--- src/rtl/bch_frame_ctrl.sv ---
// Codeword framing controller: tracks symbol position, emits start/last/abort
// tags, flags framing errors and re-times the tags through a pLatency-deep pipe.
module bch_frame_ctrl #(
  parameter int pCodeLen  = 15,
  parameter int pCntWidth = 4,
  parameter int pLatency  = 4
) (
  input  logic                 clk,
  input  logic                 rst_x,
  input  logic                 i_valid,
  input  logic                 i_start,
  output logic                 o_busy,
  output logic [pCntWidth-1:0] o_sym_idx,
  output logic                 o_cw_valid,
  output logic                 o_cw_start,
  output logic                 o_cw_last,
  output logic                 o_cw_abort,
  output logic                 o_err,
  output logic                 o_dly_valid,
  output logic                 o_dly_start,
  output logic                 o_dly_last,
  output logic                 o_dly_abort,
  output logic [15:0]          o_blk_cnt
);

  typedef enum logic [0:0] {
    IDLE = 1'b0,
    RUN  = 1'b1
  } state_t;

  // Compared before incrementing, so pCodeLen = 2**pCntWidth never overflows.
  localparam logic [pCntWidth-1:0] LAST_IDX = pCntWidth'(pCodeLen - 1);
  localparam logic [pCntWidth-1:0] ONE_IDX  = pCntWidth'(1);

  state_t                        state_q, state_d;
  logic [pCntWidth-1:0]          cnt_q, cnt_d;
  logic [pCntWidth-1:0]          idx_q, idx_d;
  logic                          cw_valid_q, cw_valid_d;
  logic                          cw_start_q, cw_start_d;
  logic                          cw_last_q, cw_last_d;
  logic                          cw_abort_q, cw_abort_d;
  logic                          err_q, err_d;
  logic [15:0]                   blk_q, blk_d;
  logic [pLatency-1:0][3:0]      pipe_q, pipe_d;

  // Next-state, symbol index and tag generation.
  always_comb begin
    state_d    = state_q;
    cnt_d      = cnt_q;
    idx_d      = idx_q;
    cw_valid_d = 1'b0;
    cw_start_d = 1'b0;
    cw_last_d  = 1'b0;
    cw_abort_d = 1'b0;
    err_d      = 1'b0;
    blk_d      = blk_q;
    case (state_q)
      IDLE: begin
        if (i_valid && i_start) begin
          state_d    = RUN;
          cnt_d      = ONE_IDX;
          idx_d      = '0;
          cw_valid_d = 1'b1;
          cw_start_d = 1'b1;
        end else if (i_valid) begin
          err_d = 1'b1;
        end else begin
          state_d = IDLE;
        end
      end
      RUN: begin
        if (i_valid && i_start) begin
          // Restart wins over a pending last symbol; the old codeword is dropped.
          cnt_d      = ONE_IDX;
          idx_d      = '0;
          cw_valid_d = 1'b1;
          cw_start_d = 1'b1;
          cw_abort_d = 1'b1;
          err_d      = 1'b1;
        end else if (i_valid) begin
          idx_d      = cnt_q;
          cw_valid_d = 1'b1;
          if (cnt_q == LAST_IDX) begin
            cw_last_d = 1'b1;
            blk_d     = blk_q + 16'd1;
            state_d   = IDLE;
            cnt_d     = '0;
          end else begin
            cnt_d = cnt_q + ONE_IDX;
          end
        end else begin
          state_d = RUN;
        end
      end
      default: begin
        state_d = IDLE;
        cnt_d   = '0;
      end
    endcase
  end

  // Tag delay pipe: stage 0 takes the registered tag tuple.
  always_comb begin
    pipe_d    = pipe_q;
    pipe_d[0] = {cw_valid_q, cw_start_q, cw_last_q, cw_abort_q};
    for (int i = 1; i < pLatency; i++) begin
      pipe_d[i] = pipe_q[i-1];
    end
  end

  // State, tag and counter registers.
  always_ff @(posedge clk or negedge rst_x) begin
    if (!rst_x) begin
      state_q    <= IDLE;
      cnt_q      <= '0;
      idx_q      <= '0;
      cw_valid_q <= 1'b0;
      cw_start_q <= 1'b0;
      cw_last_q  <= 1'b0;
      cw_abort_q <= 1'b0;
      err_q      <= 1'b0;
      blk_q      <= 16'd0;
      pipe_q     <= '0;
    end else begin
      state_q    <= state_d;
      cnt_q      <= cnt_d;
      idx_q      <= idx_d;
      cw_valid_q <= cw_valid_d;
      cw_start_q <= cw_start_d;
      cw_last_q  <= cw_last_d;
      cw_abort_q <= cw_abort_d;
      err_q      <= err_d;
      blk_q      <= blk_d;
      pipe_q     <= pipe_d;
    end
  end

  assign o_busy      = (state_q == RUN);
  assign o_sym_idx   = idx_q;
  assign o_cw_valid  = cw_valid_q;
  assign o_cw_start  = cw_start_q;
  assign o_cw_last   = cw_last_q;
  assign o_cw_abort  = cw_abort_q;
  assign o_err       = err_q;
  assign o_blk_cnt   = blk_q;
  assign o_dly_valid = pipe_q[pLatency-1][3];
  assign o_dly_start = pipe_q[pLatency-1][2];
  assign o_dly_last  = pipe_q[pLatency-1][1];
  assign o_dly_abort = pipe_q[pLatency-1][0];

endmodule

--- config.mk ---
export PLATFORM = sky130hd
export DESIGN_NAME = bch_frame_ctrl
export DESIGN_NICKNAME = d
export VERILOG_FILES = /design/src/rtl/bch_frame_ctrl.sv
export SDC_FILE = /design/constraint.sdc
export NUM_CORES = 1
export LEC_CHECK = 0
export ABC_AREA = 1
export CAP_MARGIN = 15
export CORE_MARGIN = 5
export CORE_UTILIZATION = 50
export DETAILED_ROUTE_END_ITERATION = 12
export PLACE_DENSITY = 0.77
export SLEW_MARGIN = 5
export SYNTH_ARGS = -nofsm -noshare
export SYNTH_HDL_FRONTEND = slang
export SYNTH_SLANG_ARGS = --single-unit
--- constraint.sdc ---
create_clock -name clk -period 1.7 [get_ports clk]
set_clock_uncertainty 0.1 [all_clocks]
set_input_delay 0.17 -clock clk [delete_from_list [all_inputs] [get_ports clk]]
set_output_delay 0.17 -clock clk [all_outputs]
set_load 0.01 [all_outputs]
* Word level (Yosys, flattened, before mapping)
Index checks and enable logic that the tools add are counted.
** Operators by class
- Divide/modulo/power cells :: 0
- Reduce and logical (&&, ||, !) cells :: 3
- Multipliers :: 0
- Bitwise gates (word level) :: 2
- Order comparisons :: 0
- Equality and inequality tests :: 3
- Multiplexer cells :: 24
- Shifts and indexed selects :: 0
- Add/sub/neg operators :: 2
** Operator list (count)
- 4-bit two-way mux :: 7
- 16-bit by 1-bit adder with 16-bit output (second input constant) :: 1
- 4-bit one-hot mux with 2 select lines :: 2
- 1-bit two-way mux :: 12
- 1-bit one-hot mux with 2 select lines :: 3
- 4-bit by 1-bit adder with 4-bit output (second input constant) :: 1
- 4-bit equality test (second input constant) :: 1
- 4-bit AND reduction :: 1
- 3-bit by 2-bit inequality test with 1-bit output (second input constant) :: 1
- 2-bit inequality test (second input constant) :: 1
- 1-bit NOT :: 2
- 2-bit AND reduction :: 1
- 1-bit logical AND :: 1
** Word-level totals
- Logic and storage cells :: 47
- Bits of input ports :: 4
- RAM bits :: 0
- Output and inout port bits :: 30
- ROM bits :: 0
- Memories kept :: 0
- Register bits :: 46
- Latch bits :: 0

* Longest topological paths before layout
Gate-level depths: netlist of run 1.
- Depth in word-level cells :: 5
- Depth in mapped cells :: 8

* Least setup slack after synthesis of run 1
No wires, ideal clock.
- Path kind :: reg2reg
- Start :: reg blk_q[0] (netlist: o_blk_cnt[0])
- End :: reg blk_q[12] (netlist: o_blk_cnt[12])
- Cell stages (with the launch flop) :: 7
- Arrival :: 1.249 ns
- Data required time :: 1.477 ns
- Library setup time :: 0.123 ns
- Setup slack :: 0.228 ns
- Path buffers :: 0
- Period minus slack after synthesis :: 1.472 ns
- Cells stage by stage :: dfrtp_1 -> ha_1 -> nand3_1 -> nor2_2 -> nand3_1 -> o21ai_0 -> nand2_1
** Between the ends
- Word-level cells in the longest chain between the ends :: 1
** Ends and longest elaborated chain
- from (decl) :: RTL line 43 : logic [15:0] blk_q, blk_d;
- from (signal assigned) :: RTL line 133 : blk_q <= blk_d;
- 16-bit by 1-bit adder with 16-bit output :: RTL line 85 : blk_d = blk_q + 16'd1;
Every way passes these cells.
A chain may end at the register's enable or synchronous reset.

* Worst setup path after layout of run 1
- Start :: reg blk_q[8] (netlist: o_blk_cnt[8])
- End :: out o_blk_cnt[8]
** RTL lines
- to (decl) :: RTL line 23 : output logic [15:0] o_blk_cnt
No word-level cell between the ends.

==> run_results.csv, run 1 <==
group,metric,value,unit
status,status,"finished clean",
setup_path,worstReg2RegEnd,"o_blk_cnt[10]",
clock_network,clk_pin_slew,0.13,ns
floorplanning,die_h,69.8,um
clock_network,insertion_delay,0.36,ns
setup_path,cpMaxStageDelayCell,"clkdlybuf4s50_1",
synthesis,syn_nets,176,
synthesis,ys_types,21,
detailed_routing,drt-total-wl,3520,um
timing,max_freq,606,MHz
synthesis,synth_compound_area_share,4.83,%
synthesis,yosys.area.top_type_share,64.4,%
grt,overflow,0,
timing,tightest_slew,0.324,ns
setup_path,critPathMaxFanout,5,
setup_path,critPathArrivalTime,1.38,ns
synthesis,synth-simple-area-share,17.7,%
layout,n_antenna_cell,0,
detailed_routing,vias_per_cell,5.02,
place,io_buffers,33,
synthesis,ys_top_cells_by_area,"dfrtp_1, nand2_1, inv_1",
place,dp_hpwl,2630,um
floorplanning,die_w,69.8,um
grt,grtUsageMet2,26.9,%
place,gp_congestion,0.859,
synthesis,synth_warnings,0,
setup_path,r2r_start,"cnt_q[0]",
setup_path,r2r_slack,0.07,ns
grt,grt_pass1_vias,1441,
layout,fillCellCount,262,
grt,grt_max_degree,22,
setup_path,worstRegToRegCells,8,
detailed_routing,dr.pass1.iters,4,
synthesis,synth_top_cell_by_area,"dfrtp_1",
setup_path,crit_type,"flop to primary output",
floorplanning,dieArea,4870,um2
clock_network,tritoncts,"done",
synthesis,synth-seq-cells,46,
synthesis,synthAdderAreaFrac,2.10,%
layout,area_delta_synth_final,32.0,%
setup_path,cp.required,1.43,ns
synthesis,ys_async_sr_fraction,100,%
detailed_routing,drc,0,
grt,grt_util_met1,18.0,%
timing,maxSlewViolCount,0,
detailed_routing,routed-via-count,1350,
synthesis,netlist_top_cells_count,"dfrtp_1, nand2_1, inv_1",
pwr,peakVddDrop,621,uV
synthesis,synth.most_common_cell,"dfrtp_1",
timing,worst_hold_slack,0.124,ns
grt,grt_most_used_layer,"met2",
clock_network,clock_path_buffers,2,
grt,grt_first_pass_wirelength,6330,um
timing,setup_violations,0,
setup_path,timing.critical_path.buf_inv,1,
clock_network,cts-htree-levels,2,
job,max-cap-violations,0,
synthesis,synth_area_per_cell,10.6,um2
timing,hold_viol_final,0,
setup_path,critical_path.max_stage_delay,0.56,ns
setup_path,startpoint_type,"flop",
synthesis,synthMuxAreaShare,0,%
timing,finalCriticalPeriod,1.65,ns
synthesis,synth_enable_flop_cells,0,
setup_path,critPathTopFamily,"buffers and inverters",
clock_network,cts_buffers,5,
clock_network,cts.sinks,46,
pwr,p_leak,1.08,nW
min_path,hold_class,"primary input to async pin",
synthesis,netlist_area,1790,um2
grt,grt_util_all_layers,16.3,%
floorplanning,start_util,52.7,%
grt,met3_usage,7.10,%
setup_path,path_cells,"clkdlybuf4s50_1",
clock_network,root_buffer,"clkbuf_4",
floorplanning,ios,34,
timing,finalCritPeriodShare,97.1,%
pwr,finalPower,1.85,mW
layout,drive_above_1_share,15.2,%
synthesis,synth_top_family_by_area,"simple AND/OR/NAND/NOR gates",
synthesis,synthXorXnorAreaFrac,5.39,%
detailed_routing,ant_nets,0,
floorplanning,num_rows,21,
layout,nNetsFinal,229,
timing,grt_setup_unrepaired,"true",
setup_path,endpoint_kind,"primary output",
detailed_routing,drtIter0Drc,153,
timing,slew_headroom,78.2,%
synthesis,synth-main-ff-cell,"dfrtp_1",
pwr,p_per_area,786,nW/um2
detailed_routing,post_drt_wl_per_cell,13.1,um
synthesis,seq_area_frac_synth,64.4,%
grt,antenna_found_initial,0,
synthesis,syn_inst,169,
floorplanning,core-area,3390,um2
## area by class of cell
cell class                      count  area, um2  area share (%)
Multi-Input combinational cell     98        547            23.2
Tap cell                           46       57.6            2.44
Clock inverter                      3       21.3           0.902
Sequential cell                    46       1160            49.0
Timing Repair Buffer               48        453            19.2
Inverter                           23       86.3            3.66
Clock buffer                        5       37.5            1.59
## metrics by stage
stage	setup slack, ns	instances	TNS [ns]	util (%)	instance area (um2)
2_1_floorplan	0.228	169	0	-	1790
3_3_place_gp	0.0367	253	0	65.6	2220
3_5_place_dp	-0.118	253	-0.171	65.6	2220
4_1_cts	0.00425	264	0	68.0	2310
5_1_grt	-0.0406	269	-0.116	69.6	2360
6_report	0.0490	269	0	69.6	2360
## state kept, by name, summed over array words and instances, names as in the netlist, 4 cells and up
name,flops
cnt_q,4
o_sym_idx,4
pipe_d,12
o_blk_cnt,16
## power by group
part	leakage (nW)	switching [mW]	total [mW]	internal, mW
Sequential	0.596	0.0292	1.17	1.14
Clock	0.0312	0.345	0.506	0.161
Combinational	0.454	0.0887	0.178	0.0892
Total	1.08	0.463	1.85	1.39
## placed cells by master, fill, tap and decap left out, drive strengths merged, types with 5 or more instances in the layout
master         count
xnor2              7
clkbuf             5
nand3             13
o21ai              7
clkdlybuf4s50     32
nor2              16
o22ai              5
dfrtp             46
buf               15
nand2             35
inv               23
## cell families after synthesis
kind of cell             after synthesis
AND/OR/NAND/NOR                       69
flip-flops                            46
buffers and inverters                 25
AO/OA/AOI/OAI                         15
XOR/XNOR                              11
adder cells (fa/ha/maj)                3
## how the worst max path moves through the flow
stage,to,cells past startpoint,slack (ns),start
4_1_cts,o_blk_cnt[7],1,0.004,o_blk_cnt[7]
3_3_place_gp,o_blk_cnt[11],7,0.04,i_start
2_1_floorplan,o_blk_cnt[12],6,0.23,o_blk_cnt[0]
5_1_grt,o_blk_cnt[12],7,-0.04,cnt_q[0]
6_report,o_blk_cnt[8],1,0.05,o_blk_cnt[8]
3_5_place_dp,o_blk_cnt[11],7,-0.12,i_start
## routing by layer
layer	wire (um)	up-vias
met5	0	-
met2	1740	50
met3	282	10
li1	-	637
met1	1420	653
met4	82	0
## timing repair
action	in CTS	in global routing
hold buffers	1	0
resized for setup	1	7
pin swaps	1	1
hold endpoints to repair	46	0
buffers inserted	2	5
setup endpoints to repair	2	13
Power figures use the tool's default switching activity.
==> run 2: changes to the inputs <==
Settings changed: SLEW_MARGIN 5 to unset.
==> results of run 2 <==
Same layout as run 1: the final DEF is identical, and so are final timing and power.
